## config.mk

```make
export PLATFORM = sky130hd
export DESIGN_NAME = seq_mod3_generator
export DESIGN_NICKNAME = d
export VERILOG_FILES = /design/src/rtl/seq_mod_pkg.sv /design/src/rtl/seq_mod_residue.sv /design/src/rtl/seq_mod3_generator.sv
export SDC_FILE = /design/constraint.sdc
export NUM_CORES = 1
export LEC_CHECK = 0
export CAP_MARGIN = 20
export CORE_AREA = 2 2 110 112
export DETAILED_ROUTE_END_ITERATION = 10
export DIE_AREA = 0 0 112 114
export GPL_ROUTABILITY_DRIVEN = 0
export GPL_TIMING_DRIVEN = 0
export SETUP_SLACK_MARGIN = 0.3
export SLEW_MARGIN = 40
export SYNTH_ARGS = -nofsm -noshare
export SYNTH_HDL_FRONTEND = slang
export SYNTH_HIERARCHICAL = 1
export SYNTH_SLANG_ARGS = --single-unit
```

## constraint.sdc

```tcl
create_clock -name clk -period 11.92 [get_ports clk]
set_input_delay 3.576 -clock clk [delete_from_list [all_inputs] [get_ports clk]]
set_output_delay 3.576 -clock clk [all_outputs]
set_load 0.05 [all_outputs]
```

## src/rtl/seq_mod_pkg.sv

```systemverilog
// ---------------------------------------------------------------------------
// seq_mod_pkg
// Shared types and helpers for the serial mod-N check stream.
//   state_t      : generator FSM states (IDLE, DATA, TRAIL)
//   clog2()      : ceiling log2, used for counter and residue widths
//   res_step()   : one residue step, (2*res + bit) mod m
//   trailer_for(): trailer that makes the frame divisible by m
// ---------------------------------------------------------------------------
package seq_mod_pkg;

  typedef enum logic [1:0] {
    IDLE  = 2'd0,
    DATA  = 2'd1,
    TRAIL = 2'd2
  } state_t;

  // Ceiling log2; clog2(1) = 0.
  function automatic int clog2(input int n);
    int r;
    int v;
    r = 0;
    v = 1;
    while (v < n) begin
      v = v * 2;
      r++;
    end
    return r;
  endfunction

  // Appending one bit to a binary number doubles it and adds the bit.
  function automatic int res_step(input int res, input logic b, input int m);
    return (2 * res + int'(b)) % m;
  endfunction

  // Shifting the payload left by trail_w bits multiplies its residue by
  // 2^trail_w; the trailer is whatever brings that back to 0 mod m.
  function automatic int trailer_for(input int res, input int trail_w, input int m);
    int rs;
    rs = (res << trail_w) % m;
    return (m - rs) % m;
  endfunction

endpackage

```

## src/rtl/seq_mod_residue.sv

```systemverilog
// ---------------------------------------------------------------------------
// seq_mod_residue
// Running residue (mod MOD) of a serial MSB-first bit stream.
//   clk      in   1      rising-edge clock
//   rst_n    in   1      asynchronous active-low reset
//   clr      in   1      restart the residue at 0 (wins over en)
//   en       in   1      fold bit_in into the residue this cycle
//   bit_in   in   1      next stream bit
//   res_out  out  RES_W  residue of all bits folded in since the last clr
// ---------------------------------------------------------------------------
module seq_mod_residue
  import seq_mod_pkg::*;
#(
  parameter int MOD   = 3,
  parameter int RES_W = 2
) (
  input  logic             clk,
  input  logic             rst_n,
  input  logic             clr,
  input  logic             en,
  input  logic             bit_in,
  output logic [RES_W-1:0] res_out
);

  // NOTE: clocked state uses non-blocking (<=) so every flop samples the
  // pre-edge values of its inputs regardless of process evaluation order.
  always_ff @(posedge clk or negedge rst_n) begin
    if (!rst_n) begin
      res_out <= '0;
    end else if (clr) begin
      res_out <= '0;
    end else if (en) begin
      res_out <= RES_W'(res_step(int'(res_out), bit_in, MOD));
    end
  end

endmodule

```

## src/rtl/seq_mod3_generator.sv

```systemverilog
// ---------------------------------------------------------------------------
// seq_mod3_generator
// Serialises a DATA_W-bit payload MSB-first and appends a TRAIL_W-bit
// trailer so the whole frame, read as one unsigned number, is divisible
// by MOD. Feeds seq_mod3_detector.
//
// Optional build macro: SEQ_MOD3_GEN_SELFCHK_EN adds output chk_err, which
// pulses the cycle after frame_end if the emitted frame is not 0 mod MOD.
//
// Ports:
//   clk          in   1        rising-edge clock
//   rst_n        in   1        asynchronous active-low reset
//   in_valid     in   1        payload word offered
//   in_ready     out  1        word can be accepted this cycle (combinational)
//   in_data      in   DATA_W   payload word
//   data         out  1        serial frame bit (registered)
//   data_vld     out  1        data carries a frame bit
//   frame_start  out  1        first bit (payload MSB) of a frame
//   frame_end    out  1        last trailer bit of a frame
//   chk_err      out  1        self-check error pulse (macro builds only)
// ---------------------------------------------------------------------------
module seq_mod3_generator
  import seq_mod_pkg::*;
#(
  parameter int DATA_W  = 8,
  parameter int MOD     = 3,
  parameter int TRAIL_W = 2
) (
  input  logic              clk,
  input  logic              rst_n,
  input  logic              in_valid,
  output logic              in_ready,
  input  logic [DATA_W-1:0] in_data,
  output logic              data,
  output logic              data_vld,
  output logic              frame_start,
  output logic              frame_end
`ifdef SEQ_MOD3_GEN_SELFCHK_EN
  ,
  output logic              chk_err
`endif
);

  localparam int FRAME_LEN = DATA_W + TRAIL_W;
  localparam int CNT_W     = clog2(FRAME_LEN);
  localparam int RES_W     = clog2(MOD);

  // The counter names the frame bit currently on 'data'; DATA and TRAIL
  // share it so TRAIL simply continues from DATA_W.
  localparam logic [CNT_W-1:0] LAST_DATA   = CNT_W'(DATA_W - 1);
  localparam logic [CNT_W-1:0] FIRST_TRAIL = CNT_W'(DATA_W);
  localparam logic [CNT_W-1:0] LAST_TRAIL  = CNT_W'(FRAME_LEN - 1);

  if (TRAIL_W != clog2(MOD)) begin : g_bad_trail_w
    $error("seq_mod3_generator: TRAIL_W must equal clog2(MOD)");
  end
  if (MOD < 2) begin : g_bad_mod
    $error("seq_mod3_generator: MOD must be >= 2");
  end
  if (DATA_W < 1) begin : g_bad_data_w
    $error("seq_mod3_generator: DATA_W must be >= 1");
  end

  state_t              state_q, state_d;
  logic [CNT_W-1:0]    cnt_q, cnt_d;
  logic [DATA_W-1:0]   shreg_q, shreg_d;
  logic [TRAIL_W-1:0]  trl_q, trl_d;
  logic                data_d, vld_d, fs_d, fe_d;
  logic                accept;
  logic [RES_W-1:0]    res_q;
  logic [TRAIL_W-1:0]  trailer;

  assign in_ready = (state_q == IDLE) ||
                    ((state_q == TRAIL) && (cnt_q == LAST_TRAIL));
  assign accept   = in_valid && in_ready;

  // Residue of the payload bits already shown on 'data'. It lags by one
  // bit, so the bit on 'data' in the last DATA cycle is folded in here.
  seq_mod_residue #(
    .MOD   (MOD),
    .RES_W (RES_W)
  ) u_res (
    .clk     (clk),
    .rst_n   (rst_n),
    .clr     (accept),
    .en      (state_q == DATA),
    .bit_in  (data),
    .res_out (res_q)
  );

  assign trailer = TRAIL_W'(trailer_for(res_step(int'(res_q), data, MOD), TRAIL_W, MOD));

  // NOTE: every variable written here gets a default first, so no path can
  // leave one unassigned and infer a latch.
  always_comb begin
    state_d = state_q;
    cnt_d   = cnt_q;
    shreg_d = shreg_q;
    trl_d   = trl_q;
    data_d  = 1'b0;

    unique case (state_q)
      IDLE: begin
        if (accept) begin
          state_d = DATA;
          cnt_d   = '0;
          data_d  = in_data[DATA_W-1];
          shreg_d = in_data << 1;
        end
      end
      DATA: begin
        if (cnt_q == LAST_DATA) begin
          state_d = TRAIL;
          cnt_d   = FIRST_TRAIL;
          data_d  = trailer[TRAIL_W-1];
          trl_d   = trailer << 1;
        end else begin
          cnt_d   = cnt_q + 1'b1;
          data_d  = shreg_q[DATA_W-1];
          shreg_d = shreg_q << 1;
        end
      end
      TRAIL: begin
        if (cnt_q == LAST_TRAIL) begin
          if (accept) begin
            state_d = DATA;
            cnt_d   = '0;
            data_d  = in_data[DATA_W-1];
            shreg_d = in_data << 1;
          end else begin
            state_d = IDLE;
          end
        end else begin
          cnt_d  = cnt_q + 1'b1;
          data_d = trl_q[TRAIL_W-1];
          trl_d  = trl_q << 1;
        end
      end
      default: begin
        state_d = IDLE;
      end
    endcase

    // Flags describe the bit that will sit on 'data' next cycle.
    vld_d = (state_d != IDLE);
    fs_d  = accept;
    fe_d  = (state_d == TRAIL) && (cnt_d == LAST_TRAIL);
  end

  always_ff @(posedge clk or negedge rst_n) begin
    if (!rst_n) begin
      state_q     <= IDLE;
      cnt_q       <= '0;
      shreg_q     <= '0;
      trl_q       <= '0;
      data        <= 1'b0;
      data_vld    <= 1'b0;
      frame_start <= 1'b0;
      frame_end   <= 1'b0;
    end else begin
      state_q     <= state_d;
      cnt_q       <= cnt_d;
      shreg_q     <= shreg_d;
      trl_q       <= trl_d;
      data        <= data_d;
      data_vld    <= vld_d;
      frame_start <= fs_d;
      frame_end   <= fe_d;
    end
  end

`ifdef SEQ_MOD3_GEN_SELFCHK_EN
  // Independent tracker over every emitted bit, trailer included. The last
  // bit is folded in combinationally at frame_end so a back-to-back clear
  // on the same edge does not hide it.
  logic [RES_W-1:0] chk_res;

  seq_mod_residue #(
    .MOD   (MOD),
    .RES_W (RES_W)
  ) u_chk_res (
    .clk     (clk),
    .rst_n   (rst_n),
    .clr     (accept),
    .en      (data_vld),
    .bit_in  (data),
    .res_out (chk_res)
  );

  always_ff @(posedge clk or negedge rst_n) begin
    if (!rst_n) begin
      chk_err <= 1'b0;
    end else begin
      chk_err <= frame_end && (res_step(int'(chk_res), data, MOD) != 0);
    end
  end
`endif

endmodule

```

==> results.py, run 1 <==
metrics = {
    "timing": {
        "fin_crit_ps": 11120,
        "setup_viol": 0,
        "tns_ps": 0,
        "slew_headroom": 0.565,
        "post-route-period-util": 0.933,
        "drv_slew": 0,
        "fmax_ghz": 0.0899,
        "grt_setup_unrepaired": "no",
        "hold_slack_ps": 478,
        "hold_violations": 0,
        "finClkSkew_ps": 1.51,
        "tightest_slew_ps": 649,
    },
    "global_routing": {
        "grt_max_degree": 21,
        "antenna_found_initial": 0,
        "met1_usage": 0.186,
        "grt.busiest_layer": "met2",
        "met3_usage": 0.00903,
        "grtUsageTotal": 0.136,
        "overflow": 0,
        "grt_pass1_vias": 3362,
        "grt_pass1_wl_microns": 15200,
        "grt_use_met2": 0.237,
    },
    "detailed_routing": {
        "final_antenna_net_count": 0,
        "vias": 3576,
        "wl_per_cell_microns": 14.0,
        "drt_wl_total_microns": 8950,
        "drtIter0Drc": 144,
        "dr.pass1.iters": 4,
        "viasPerCell": 5.60,
        "drc": 0,
    },
    "layout": {
        "final_area_sq_um": 4220,
        "area_growth_pct": 23.8,
        "n_antenna_cell": 0,
        "drive_gt1_frac": 0.217,
        "nets": 526,
    },
    "hold_path": {
        "hp-class": "flip-flop to flip-flop",
    },
    "synth": {
        "syn_avg_cell_area_sq_um": 7.53,
        "synthCells": 453,
        "yosysTopAreaCell": "dfrtp_1",
        "synth_cell_type_count": 90,
        "synthFlopType": "dfrtp_1",
        "synth-seq-cells": 20,
        "synthTopCellsByArea": "dfrtp_1, ha_1, nand2_1",
        "syn-cell-area_sq_um": 3410,
        "yosysTopAreaCellShare": 0.147,
        "async_reset_ff_frac": 1.00,
        "yosys_warnings": 6,
        "synth_edf_count": 0,
        "yosysSeqAreaShare": 0.147,
    },
    "clock_network": {
        "clockBufferDepth": 2,
        "cts_root_buf": "clkbuf_16",
        "cts_tree": "built",
        "h-tree-depth": 1,
        "cts_inserted_buffers": 3,
        "cts_sinks": 20,
        "insertion_delay_ps": 250,
        "cts.reportedPaths.clkPinSlew_ps": 60,
    },
    "floorplanning": {
        "io_pins": 16,
        "die_h_microns": 114,
        "core_sq_um": 11700,
        "die_w_microns": 112,
        "placementRows": 40,
        "initial_utilization": 0.291,
        "dieArea_sq_um": 12800,
    },
    "setup_path": {
        "max_stage_delay_ps": 540,
        "crit_buf_inv": 12,
        "ff2ff_setup_slack_ps": 800,
        "critPathRequiredTime_ps": 12080,
        "cp_max_fo": 10,
        "arrival_ps": 11280,
        "critPathLaunchType": "flip-flop",
        "critPathSlowestCell": "or4b_4",
        "crit_type": "flip-flop to flip-flop",
        "end_kind": "flip-flop",
        "path_delay_family": "compound AO/OA/AOI/OAI gates",
    },
    "placement": {
        "placed_area_sq_um": 3740,
        "hpwlAfterDp_microns": 6680,
        "portBuffers": 15,
    },
    "run": {
        "cap_violations": 0,
    },
    "run_status": {
        "status": "completed",
    },
}
==> sequential cells by signal (all words and copies together) (netlist names) <==
register	flops
data	1
u_res/res_out	2
frame_start	1
shreg_q	7
cnt_q	4
state_q	2
data_vld	1
frame_end	1
trl_q	1
==> worst min-delay path: stages (launching register included) <==
cell     delay, ps
dfrtp_1        340
nand2_1         40
o21ai_0         60
==> area by class of cell <==
type / count / area (sq um)
Buffer: 15 / 90.1
Inverter: 26 / 100
Sequential cell: 20 / 504
Timing Repair Buffer: 34 / 288
Clock buffer: 4 / 88.8
Tap cell: 147 / 184
Multi-Input combinational cell: 393 / 2970
Fill cell: 1268 / 7490
==> Yosys cell counts (4+ instances only) <==
master	count
nand2_1	55
nor2_1	37
o21ai_0	37
inv_1	23
ha_1	22
dfrtp_1	20
a21oi_1	18
nand3_1	17
mux2i_1	12
xnor2_1	12
a211oi_1	10
nand2b_1	9
o211ai_1	9
clkbuf_1	8
or3_1	8
nor2b_1	7
nor3_1	7
o22ai_1	7
buf_2	6
o21ai_1	6
a21o_1	5
a221o_1	5
nand4_1	5
xor2_1	5
and3_1	4
o21a_1	4
==> metrics by stage <==
step           cells  setup slack (ps)   util
2_1_floorplan    454               828      -
3_3_place_gp     616              -652  0.320
3_5_place_dp     616              -811  0.320
4_1_cts          625               314  0.335
5_1_grt          639               148  0.360
6_report         639               801  0.360
==> layer usage <==
metal,part of all wire,wire length [microns]
met5,0,0
met3,0.022,200
met4,0.0088,79
met1,0.48,4330
met2,0.48,4340
==> cell usage in the layout (no fill, tap or decap), types with 6 or more instances in the layout <==
cell type and instances:
xnor2_1 8, nor2b_1 6, a211oi_1 7, inv_1 20, or3_1 8, nor2_1 33
nor3_1 7, o21ai_0 34, o22ai_1 7, ha_1 18, clkdlybuf4s50_1 14, buf_4 20
dfrtp_1 17, a21oi_1 15, nand2b_1 9, nand2_1 53, nand3_1 16, o211ai_1 9
mux2i_1 12
==> logic make-up after synthesis <==
logic type      synth area share
compound gates             0.339
fa+ha+maj                 0.0807
simple gates               0.282
mux                       0.0451
xor+xnor                  0.0550
other cells              0.00110
flops                      0.147
buf+inv                   0.0495
==> final timing paths <==
path | start | to | cells after the start
worst max register to register | u_res/res_out[0]$_DFFE_PN0P_ | data$_DFF_PN0_ | 58
worst min register to register | shreg_q[5]$_DFFE_PN0P_ | shreg_q[5]$_DFFE_PN0P_ | 2
worst min-delay path | shreg_q[5]$_DFFE_PN0P_ | shreg_q[5]$_DFFE_PN0P_ | 2
max in group asynchronous | rst_n | u_res/res_out[0]$_DFFE_PN0P_ | 1
min in group asynchronous | rst_n | cnt_q[0]$_DFF_PN0_ | 1
worst max-delay path | u_res/res_out[0]$_DFFE_PN0P_ | data$_DFF_PN0_ | 58
==> timing repair <==
| item | 4_1_cts | 5_1_grt |
|---|---|---|
| setup endpoints to repair | 2 | 2 |
| hold buffers | 0 | 0 |
| pin swaps | 2 | 14 |
| buffers inserted | 5 | 14 |
| resized for setup | 18 | 51 |
Power of run 1 is not shown: default switching activity piles up to over one toggle a cycle in this logic, so the estimate is an artifact.
==> run 2, diff against run 1 <==
- ABC_CLOCK_PERIOD_IN_PS: not set -> 11920
==> results of run 2 <==
No change in the layout: final DEF, timing and power equal those of run 1.
Power of run 2 is left out for the same reason.
